File: src/rtl/store_buffer.sv
// Posted-write store buffer sitting between the M-stage pipeline register and
// the single-ported data memory. Stores are queued in FIFO order and drained
// one per cycle whenever a load is not using the DM port. A load that hits
// the word of a pending store raises ld_hazard so the pipeline stalls until
// that store has reached memory.
module store_buffer #(
    parameter int unsigned DEPTH = 4,
    parameter int unsigned AW    = 10
) (
    input  logic                     clk,
    input  logic                     reset,
    input  logic                     st_valid,
    input  logic [31:0]              st_addr,
    input  logic [31:0]              st_wd,
    input  logic [1:0]               st_width,
    input  logic [31:0]              st_pc,
    output logic                     st_ready,
    input  logic                     ld_valid,
    input  logic [31:0]              ld_addr,
    output logic                     ld_hazard,
    output logic                     dm_we,
    output logic [31:0]              dm_addr,
    output logic [31:0]              dm_wd,
    output logic [1:0]               dm_width,
    output logic [31:0]              dm_pc,
    output logic                     empty,
    output logic [$clog2(DEPTH):0]   count
);

    localparam int unsigned PW = $clog2(DEPTH);
    localparam int unsigned CW = PW + 1;

    localparam logic [1:0] WidthWord    = 2'b00;
    localparam logic [1:0] WidthInvalid = 2'b11;

    // Entry storage; only pointers and count carry reset state.
    logic [31:0] addr_mem  [DEPTH];
    logic [31:0] wd_mem    [DEPTH];
    logic [1:0]  width_mem [DEPTH];
    logic [31:0] pc_mem    [DEPTH];

    logic [PW-1:0] head_q;
    logic [PW-1:0] tail_q;
    logic [CW-1:0] count_q;

    logic          word_hit;
    logic [PW-1:0] offset;
    logic          full;
    logic          drain;
    logic          push;

    // Word-granular match of the load against every pending entry.
    always_comb begin
        word_hit = 1'b0;
        offset   = '0;
        for (int unsigned i = 0; i < DEPTH; i++) begin
            // Entry i is pending when its distance from head is below count.
            offset = PW'(i) - head_q;
            if (({1'b0, offset} < count_q) &&
                (addr_mem[i][AW+1:2] == ld_addr[AW+1:2])) begin
                word_hit = 1'b1;
            end
        end
    end

    // Port arbitration: a non-stalled load owns the DM port, otherwise drain.
    always_comb begin
        empty     = (count_q == '0);
        full      = (count_q == CW'(DEPTH));
        ld_hazard = ld_valid && word_hit;
        drain     = !empty && (!ld_valid || ld_hazard);
        // At full, a push is still taken when the head drains on the same edge.
        st_ready  = !full || drain;
        push      = st_valid && st_ready && (st_width != WidthInvalid);
        count     = count_q;
    end

    // DM port mux: head entry while draining, otherwise the load address.
    always_comb begin
        dm_we    = drain;
        dm_addr  = ld_addr;
        dm_wd    = '0;
        dm_width = WidthWord;
        dm_pc    = '0;
        if (drain) begin
            dm_addr  = addr_mem[head_q];
            dm_wd    = wd_mem[head_q];
            dm_width = width_mem[head_q];
            dm_pc    = pc_mem[head_q];
        end
    end

    // Head/tail pointers and occupancy, cleared asynchronously.
    always_ff @(posedge clk or posedge reset) begin
        if (reset) begin
            head_q  <= '0;
            tail_q  <= '0;
            count_q <= '0;
        end else begin
            if (push) begin
                tail_q <= tail_q + PW'(1);
            end
            if (drain) begin
                head_q <= head_q + PW'(1);
            end
            unique case ({push, drain})
                2'b10:   count_q <= count_q + CW'(1);
                2'b01:   count_q <= count_q - CW'(1);
                default: count_q <= count_q;
            endcase
        end
    end

    // Entry write at tail on an accepted, valid-width store.
    always_ff @(posedge clk) begin
        if (push && !reset) begin
            addr_mem[tail_q]  <= st_addr;
            wd_mem[tail_q]    <= st_wd;
            width_mem[tail_q] <= st_width;
            pc_mem[tail_q]    <= st_pc;
        end
    end

endmodule

File: config.mk
export PLATFORM = sky130hd
export DESIGN_NAME = store_buffer
export DESIGN_NICKNAME = d
export VERILOG_FILES = /design/src/rtl/store_buffer.sv
export SDC_FILE = /design/constraint.sdc
export NUM_CORES = 1
export LEC_CHECK = 0
export CAP_MARGIN = 10
export CORE_MARGIN = 1.5
export CORE_UTILIZATION = 40
export CTS_BUF_LIST = sky130_fd_sc_hd__clkbuf_16
export DETAILED_ROUTE_END_ITERATION = 10
export PLACE_DENSITY = 0.63
export SYNTH_ARGS = -nofsm -noshare
export SYNTH_HDL_FRONTEND = slang
export SYNTH_SLANG_ARGS = --single-unit
export TNS_END_PERCENT = 30
File: constraint.sdc
create_clock -name clk -period 22.8 [get_ports clk]
set_clock_uncertainty 0.2 [all_clocks]
set_input_delay 2.28 -clock clk [delete_from_list [all_inputs] [get_ports clk]]
set_output_delay 2.28 -clock clk [all_outputs]
set_load 0.005 [all_outputs]
**Word-level counts from Yosys, hierarchy flattened**

Memory sizes are Yosys's and may differ from the RTL's.
Cells that the tools add are included.

- Flip-flop bits (word level): 7
- Bits in writable memories: 392
- Output and inout bits: 105
- Word-level logic and storage cells: 55
- Memories kept: 4

- Add/subtract/negate cells: 8
- $lt $le $gt $ge: 4
- Equality and inequality tests: 8
- Multiplexer cells: 11
- Reduce and logical (&&, ||, !) cells: 17

Memories:

| name | words | bits a word | read ports | clocked after Yosys merged registers in | write ports | RTL line | text |
|---|---|---|---|---|---|---|---|
| addr_mem | 4 | 32 | 5 | 0 | 1 | 37 | `logic [31:0] addr_mem [DEPTH];` |
| pc_mem | 4 | 32 | 1 | 0 | 1 | 40 | `logic [31:0] pc_mem [DEPTH];` |
| wd_mem | 4 | 32 | 1 | 0 | 1 | 38 | `logic [31:0] wd_mem [DEPTH];` |
| width_mem | 4 | 2 | 1 | 0 | 1 | 39 | `logic [1:0] width_mem [DEPTH];` |

Operators by type and width:

| operator | count |
|---|---|
| $mux 32 | 3 |
| $eq 10x10->1 | 4 |
| $lt 2x3->1 | 4 |
| $logic_and 1x1->1 | 9 |
| $mux 1 | 6 |
| $pmux 3 s2 | 1 |
| $add 2x1->2 const B | 2 |
| $logic_not 1->1 | 4 |
| $sub 1x2->2 const A | 2 |
| $sub 2x2->2 const A | 2 |
| $add 3x1->3 const B | 1 |
| $eq 3x3->1 const B | 1 |
| $logic_not 3->1 | 1 |
| $sub 3x1->3 const B | 1 |
| $eq 2x1->1 const B | 1 |
| $eq 2x2->1 const B | 1 |
| $logic_or 1x1->1 | 2 |
| $mux 2 | 1 |
| $ne 2x2->1 const B | 1 |
| $reduce_bool 2->1 | 1 |

**Depth between registers and ports, before layout**

Gate-level depths: netlist of the first run.

- Word-level depth: 16
- Depth in mapped cells: 17
- Mapped depth without buffers: 14

**Worst setup path after synthesis of the first run**

No wires, ideal clock.

- Path kind: in2reg
- Start: input port ld_addr[9]
- End: memory addr_mem[1][0] (enable)
- Arrival: 8.917 ns
- Path slack: 13.075 ns
- Stages: 8
- Cells stage by stage: buf_2 -> xor2_1 -> nor4_2 -> nand3_1 -> o31a_1 -> and4_1 -> buf_6 -> nor4b_2

- Cells in the longest elaborated chain, start to end: 15
- Elaborated cells on any way between the ends: 21
- Those cells by class: eq/ne: 4; mux: 6; reduce/logical: 11

Ends and longest elaborated chain:

| element | RTL line | text |
|---|---|---|
| start: declaration | 19 | `input logic [31:0] ld_addr,` |
| $eq 10x10->1 | 60 | `(addr_mem[i][AW+1:2] == ld_addr[AW+1:2])) begin` |
| $logic_and 1x1->1 | 59 | `if (({1'b0, offset} < count_q) &&` |
| $mux 1 (3 in series) | 59 |  |
| $mux 1 (*) | 59 |  |
| $logic_and 1x1->1 (*) | 70 | `ld_hazard = ld_valid && word_hit;` |
| $logic_or 1x1->1 (*) | 71 | `drain = !empty && (!ld_valid \|\| ld_hazard);` |
| $logic_and 1x1->1 (*) | 71 |  |
| $logic_or 1x1->1 (*) | 73 | `st_ready = !full \|\| drain;` |
| $logic_and 1x1->1 (*) (2 in series) | 74 | `push = st_valid && st_ready && (st_width != WidthInvalid);` |
| $logic_and 1x1->1 (*) | 116 | `if (push && !reset) begin` |
| $mux 1 (*) | 116 |  |
| $mux 1 (not written as such) (*) | 117 | `addr_mem[tail_q] <= st_addr;` |
| end: declaration | 37 |  |

Mark *: on every way between the ends. The rest lies on a longest branch, timed or not.

**Worst setup path after layout of the first run**

- Start: input port ld_addr[11]
- End: output port dm_addr[30]

- Cells in the longest elaborated chain, start to end: 10
- Elaborated cells on any way between the ends: 16
- Those cells by class: eq/ne: 4; mux: 5; reduce/logical: 7

Ends and longest elaborated chain:

| element | RTL line | text |
|---|---|---|
| $eq 10x10->1 | 60 |  |
| $logic_and 1x1->1 | 59 |  |
| $mux 1 (3 in series) | 59 |  |
| $mux 1 (*) | 59 |  |
| $logic_and 1x1->1 (*) | 70 |  |
| $logic_or 1x1->1 (*) | 71 |  |
| $logic_and 1x1->1 (*) | 71 |  |
| $mux 32 (*) | 85 | `if (drain) begin` |
| end: declaration | 22 | `output logic [31:0] dm_addr,` |

Marked as above.

==> reports/results.tsv, run 1 <==
stage	metric	value	unit
setup_path	start_kind	input port	
clock_network	cts_num_sinks	399	
clock_network	cts.clk_slew.worst_paths	0.06	ns
place	dp_worst_setup_slack	14.90	ns
setup_path	arrival	5.42	ns
die	start_util	40.7	%
setup_path	slowest_stage	buf_4	
detailed_routing	drt_iter0_drc	447	
clock_network	cts_tree	done	
grt	use_met2	25.8	%
layout	final_cell_mix	edfxtp_1, clkdlybuf4s50_1, mux4_2	
clock_network	cts_hold_buf	0	
setup_path	endpoint	dm_addr[30]	
timing	hold_ws	0.465	ns
layout	post_route_cells_drive_above_1_share	20.0	%
logic_synthesis	yosys.area_share.simple	4.02	%
logic_synthesis	synth_seq_cells	399	
detailed_routing	drc_errors	0	
layout	final_common_cell	edfxtp_1	
timing	fin_crit	7.90	ns
min_path	hold_class	register to register	
power_and_ir_drop	p_sw	585	uW
logic_synthesis	yosys.area_share.adder	0.816	%
power_and_ir_drop	seq_power_share	41.8	%
grt	grt_start_max_net_pins	58	
grt	top_usage_layer	met2	
detailed_routing	wirelength	34.2	mm
grt	grt_overflow_total	0	
run	max_cap_viol_count	0	
logic_synthesis	synth_enable_flop_cells	392	
layout	fill_cells	3185	
timing	fmax	127	MHz
logic_synthesis	synth_cell_type_count	39	
setup_path	reg2reg_slack	16.98	ns
grt	antenna_found_initial	4	
setup_path	setup.worst_path.class	input port to output pin	
logic_synthesis	synth_top_family_by_area	multiplexers	
grt	grt_util_met3	5.17	%
clock_network	clock_latency	0.55	ns
logic_synthesis	synthXorXnorAreaFrac	2.48	%
setup_path	reg2reg_from	head_q[1]	
clock_network	cts_buffer_depth	3	
logic_synthesis	syn-num-nets	907	
logic_synthesis	synth_area_leaders	edfxtp_1, mux4_2, mux2_4	
logic_synthesis	syn-mean-instance-area	21.3	sq um
grt	use_met1	22.4	%
die	core_area	39900	sq um
logic_synthesis	async_flop_share	1.75	%
logic_synthesis	synth_area	16300	sq um
clock_network	h-tree-depth	2	
logic_synthesis	yosys_warnings	0	
timing	setup_viol	0	
detailed_routing	via_per_inst	5.08	
setup_path	cp.depth	9	
setup_path	worstPathRequired	20.32	ns
grt	grt_pass1_vias	8512	
layout	multiInputGateArea	4070	sq um
setup_path	worstReg2RegEnd	addr_mem[1][12]	
run_status	status	finished, final reports clean	
detailed_routing	postRouteAntennaNets	0	
logic_synthesis	synthCells	763	
logic_synthesis	synthMuxAreaShare	16.6	%
detailed_routing	route.vias.total	7996	
setup_path	crit_path_end_kind	output pin	
layout	regArea	12000	sq um
timing	slew_headroom	33.0	%
setup_path	reg2reg_depth	11	
timing	hold_viol_final	0	
layout	area.growth.synth_to_final	26.2	%
power_and_ir_drop	p_clk_share	28.5	%
clock_network	cts_resized	0	
timing	finalCritPeriodShare	34.6	%
die	io_pins	239	
detailed_routing	drt_first_pass_iters	4	
logic_synthesis	synth_top_cell_area_share	72.4	%
die	die_area	41900	sq um
power_and_ir_drop	power.density	108	nW/um^2
setup_path	cpPeakStageDelay	0.76	ns
clock_network	postCtsSetupBuffers	0	
power_and_ir_drop	vdd_drop_max	0.0725	mV
power_and_ir_drop	p_leak	6.76	nW
setup_path	critPathLaunch	ld_addr[11]	
clock_network	numCtsBuffers	43	
layout	finalInstanceArea	20500	sq um
timing	report.final.slew_viol_count	0	
place	port_buffers	238	
logic_synthesis	yosys.area.top_type	edfxtp_1	
logic_synthesis	synth-seq-area-share	73.5	%
clock_network	cts-root-buf	clkbuf_16	
setup_path	crit_chain	clkdlybuf4s50_1 > xor2_1 > nor4_1 > o2111ai_1 > o21ai_1 > o31ai_4 > buf_4 > mux2_4 > clkdlybuf4s50_1	
timing	tightest_slew	1.00	ns
grt	grt_pass1_wl	51.5	mm
place	placed_area	19200	sq um
timing	rsz0062_at_grt	no	
logic_synthesis	ys.flop_type	edfxtp_1	
detailed_routing	avgRoutedWirePerCell	21.7	um
setup_path	cp_top_family	buffers and inverters	
timing	layout_setup_ws	14.90	ns
power_and_ir_drop	swShare	26.4	%
setup_path	crit_buf_inv	3	
logic_synthesis	synth-compound-area-share	0.923	%
grt	grt_util_all_layers	16.6	%
die	rows	73	
setup_path	crit_top_cell	clkdlybuf4s50_1	
place	gp_congestion	0.843	
die	fp.dieH	205	um
timing	setup_tns	0	ns
die	die_w	205	um
place	place_hpwl	20.9	mm
power_and_ir_drop	combPwrFrac	29.7	%
layout	nets	1162	
setup_path	path_max_fanout	56	
power_and_ir_drop	p_int	1.63	mW
==> logic make-up (layout without fill, tap and decap cells) <==
logic type,after synthesis,after routing
other cells,0,1
mux,131,131
fa+ha+maj,10,10
flops,399,399
compound gates,17,17
xor+xnor,46,46
simple gates,103,103
buf+inv,57,342
==> layout make-up <==
type,count,share of cell area [%]
diodes,1,0.0122
clock buffers,45,5.49
clock inverters,30,0.768
inverters,13,0.238
multi-input cells,307,19.8
flip-flops and latches,399,58.3
well taps,525,3.20
repair buffers,254,12.2
==> Yosys cell counts (2+ instances only) <==
master    count
nor2_1        8
buf_1         6
xor2_1       34
nor2b_1      66
buf_6         6
nand3_1       4
inv_1        13
o21ai_1       2
buf_2        15
nand2_1       2
nor3_1        3
edfxtp_1    392
ha_1          9
nand4_1       2
and3_1        3
a21oi_1       3
mux2_4       32
o31ai_4       2
nor4b_2       4
mux4_2       98
xnor2_1      12
nor4_1        6
clkbuf_1     17
o311ai_0      3
dfrtp_1       7
==> power by group through the flow <==
stage | combinational, mW | clock [mW] | sequential, mW
2_1_floorplan | 0.422 | 0 | 0.914
3_3_place_gp | 0.667 | 0 | 0.942
3_5_place_dp | 0.670 | 0 | 0.945
4_1_cts | 0.673 | 0.652 | 0.929
5_1_grt | 0.714 | 0.677 | 0.936
6_report | 0.657 | 0.631 | 0.927
==> sequential cells by signal (all words and copies together) (netlist names) <==
register,count
width_mem,8
addr_mem,128
wd_mem,128
count,3
head_q,2
pc_mem,128
tail_q,2
==> worst min-delay path by stage <==
stage,to,start,slack (ns),depth (start not counted)
final,count[0],count[0],0.46,1
after floorplan,count[0],count[0],0.35,1
after global routing,count[2],count[2],0.52,1
after CTS,count[0],count[0],0.47,1
after global placement,count[0],count[0],0.44,1
after detailed placement,count[0],count[0],0.46,1
==> layer usage <==
metal / vias up / routed length [um]
met5: - / 28
met3: 43 / 2430
li1: 3600 / -
met4: 4 / 548
met2: 204 / 16100
met1: 4145 / 15000
==> through the flow <==
step	instances	utilization (%)	power, mW
final	1574	51.4	2.21
after global placement	1498	48.2	1.61
after global routing	1573	51.4	2.33
after floorplan	763	-	1.34
after detailed placement	1498	48.2	1.61
after CTS	1573	51.4	2.26
(Power assumes the default switching activity.)
==> run 2, diff against run 1 <==
--- a/config.mk
+++ b/config.mk
@@ -10,7 +10,7 @@
 export CORE_UTILIZATION = 40
 export CTS_BUF_LIST = sky130_fd_sc_hd__clkbuf_16
 export DETAILED_ROUTE_END_ITERATION = 10
-export PLACE_DENSITY = 0.63
+export PLACE_DENSITY = 0.65
 export SYNTH_ARGS = -nofsm -noshare
 export SYNTH_HDL_FRONTEND = slang
 export SYNTH_SLANG_ARGS = --single-unit
==> constraint.sdc (replaced) <==
create_clock -name clk -period 6.7 [get_ports clk]
set_clock_uncertainty 0.2 [all_clocks]
set_input_delay 0.67 -clock clk [delete_from_list [all_inputs] [get_ports clk]]
set_output_delay 0.67 -clock clk [all_outputs]
set_load 0.005 [all_outputs]
==> run 2 against run 1 <==
Compared with the run above: worst setup slack worse by 13 ns; final cell count down 0.19%; non-clock buffer count down 3; via count down 0.94%; sequential power rose to 3.4 times the previous value; critical path type is now register to output pin; clock-buffer cell count down 3; largest power group unchanged; first-iteration DRC count down 9.8%; register-to-register slack worse by 15 ns.
==> reports/results.tsv, run 2 (same netlist as run 1, synthesis figures left out) <==
stage	metric	value	unit
layout	post_route_cells_drive_above_1_share	19.6	%
timing	report.final.slew_viol_count	0	
place	dp_cells	1495	
min_path	min-delay-start	count[0]	
detailed_routing	wirelength	33.4	mm
clock_network	cts_num_sinks	399	
detailed_routing	via_per_inst	5.04	
grt	grt_pass1_vias	8620	
die	die_w	205	um
run_status	status	finished, final reports clean	
die	fp.dieH	205	um
timing	finalCritPeriodShare	76.9	%
clock_network	postCtsSetupBuffers	0	
clock_network	cts_resized	0	
clock_network	cts-root-buf	clkbuf_16	
clock_network	cts_buffer_depth	3	
grt	grt_util_all_layers	16.2	%
timing	setup_tns	0	ns
die	io_pins	239	
setup_path	crit_path_end_kind	output pin	
power_and_ir_drop	vdd_drop_max	0.225	mV
detailed_routing	drt_iter0_drc	403	
timing	slew_headroom	34.7	%
clock_network	h-tree-depth	2	
setup_path	reg2reg_from	head_q[1]	
place	gp_congestion	0.780	
timing	hold_viol_final	0	
layout	final_cell_mix	edfxtp_1, clkdlybuf4s50_1, mux4_2	
timing	fin_crit	5.15	ns
run	max_cap_viol_count	0	
die	die_area	41900	sq um
layout	area.growth.synth_to_final	25.8	%
power_and_ir_drop	power.density	364	nW/um^2
clock_network	numCtsBuffers	42	
grt	grt_overflow_total	0	
detailed_routing	drt_first_pass_iters	4	
clock_network	clock_latency	0.55	ns
layout	largestRegisters	addr_mem: 128 flops, pc_mem: 128 flops, wd_mem: 128 flops	
power_and_ir_drop	combPwrFrac	29.6	%
grt	grt_start_max_net_pins	62	
clock_network	cts_hold_buf	0	
grt	antenna_found_initial	3	
power_and_ir_drop	p_clk_share	28.0	%
power_and_ir_drop	p_sw	1.97	mW
power_and_ir_drop	p_int	5.48	mW
place	port_buffers	238	
detailed_routing	route.vias.total	7921	
clock_network	cts_tree	done	
grt	grt_pass1_wl	50.5	mm
power_and_ir_drop	seq_power_share	42.4	%
power_and_ir_drop	p_leak	6.71	nW
die	core_area	39900	sq um
die	rows	73	
timing	setup_viol	0	
detailed_routing	drc_errors	0	
power_and_ir_drop	swShare	26.4	%
setup_path	arrival	4.28	ns
clock_network	cts.clk_slew.worst_paths	0.05	ns
timing	rsz0062_at_grt	no	
layout	instances_no_fill	1571	
setup_path	worstPathRequired	5.83	ns
setup_path	start_kind	register	
layout	nets	1158	
place	place_hpwl	19.8	mm
detailed_routing	postRouteAntennaNets	0	
setup_path	critPathLaunch	head_q[0]	
min_path	hold_class	register to register	
timing	fmax	194	MHz
setup_path	path_max_fanout	45	
setup_path	setup.worst_path.class	register to output pin	
timing	tightest_slew	0.980	ns
die	start_util	40.7	%
layout	final_common_cell	edfxtp_1	
layout	fill_cells	3203	
detailed_routing	avgRoutedWirePerCell	21.3	um
run 2: changes by cell type in the layout (fill, tap and decap cells not counted), moves of 2 or more:
cell	delta
buf_4	-3
clkbuf_16	-3
clkinv_1	+3
clkinv_4	-2
inv_6	+2
run 2: power groups by stage:
stage / clock [mW] / combinational, mW / sequential, mW
final: 2.09 / 2.20 / 3.15
after global routing: 2.24 / 2.40 / 3.18
after CTS: 2.14 / 2.27 / 3.16
after detailed placement: 0 / 2.26 / 3.22
after global placement: 0 / 2.24 / 3.21
after floorplan: 0 / 1.44 / 3.11
run 2: cell type report:
type                            count  area (sq um)  area share, %
Clock inverter                     33           184          0.899
Antenna cell                        1          2.50         0.0122
Sequential cell                   399         12000           58.5
Timing Repair Buffer              251          2480           12.1
Inverter                           13          48.8          0.239
Multi-Input combinational cell    307          4070           19.9
Clock buffer                       42          1050           5.14
Tap cell                          525           657           3.21
run 2: critical path: stages, from the launching register on:
cell	delay, ns
dfrtp_4	0.80
buf_4	0.62
buf_4	0.82
mux4_2	0.61
mux2_4	0.28
clkdlybuf4s50_1	0.47
run 2: path summary, 6_finish.rpt:
check	to	slack (ns)	cells past startpoint
min reg2reg	count[0]	0.44	1
max reg2reg	count[2]	2.47	15
max in group asynchronous	head_q[0]	5.51	2
max	dm_addr[23]	1.55	5
min	count[0]	0.44	1
min in group asynchronous	tail_q[0]	0.53	2
run 2: stage by stage:
step	hold slack [ns]	cell area [sq um]	util, %	power (mW)	worst slack [ns]
after floorplan	0.273	16300	-	4.55	-1.79
after global placement	0.445	19200	48.1	5.45	1.98
after detailed placement	0.446	19200	48.1	5.47	1.94
after CTS	0.459	20400	51.2	7.58	1.35
after global routing	0.479	20400	51.2	7.82	1.18
final	0.442	20400	51.2	7.44	1.55
run 2: routing by layer:
layer	vias up	track usage (%)	routed length [um]	share of wire (%)
met1	4073	21.3	14400	43
li1	3580	-	-	-
met5	-	0	27	0.081
met3	57	4.44	2270	6.8
met4	4	4.86	650	1.9
met2	207	26.3	16100	48
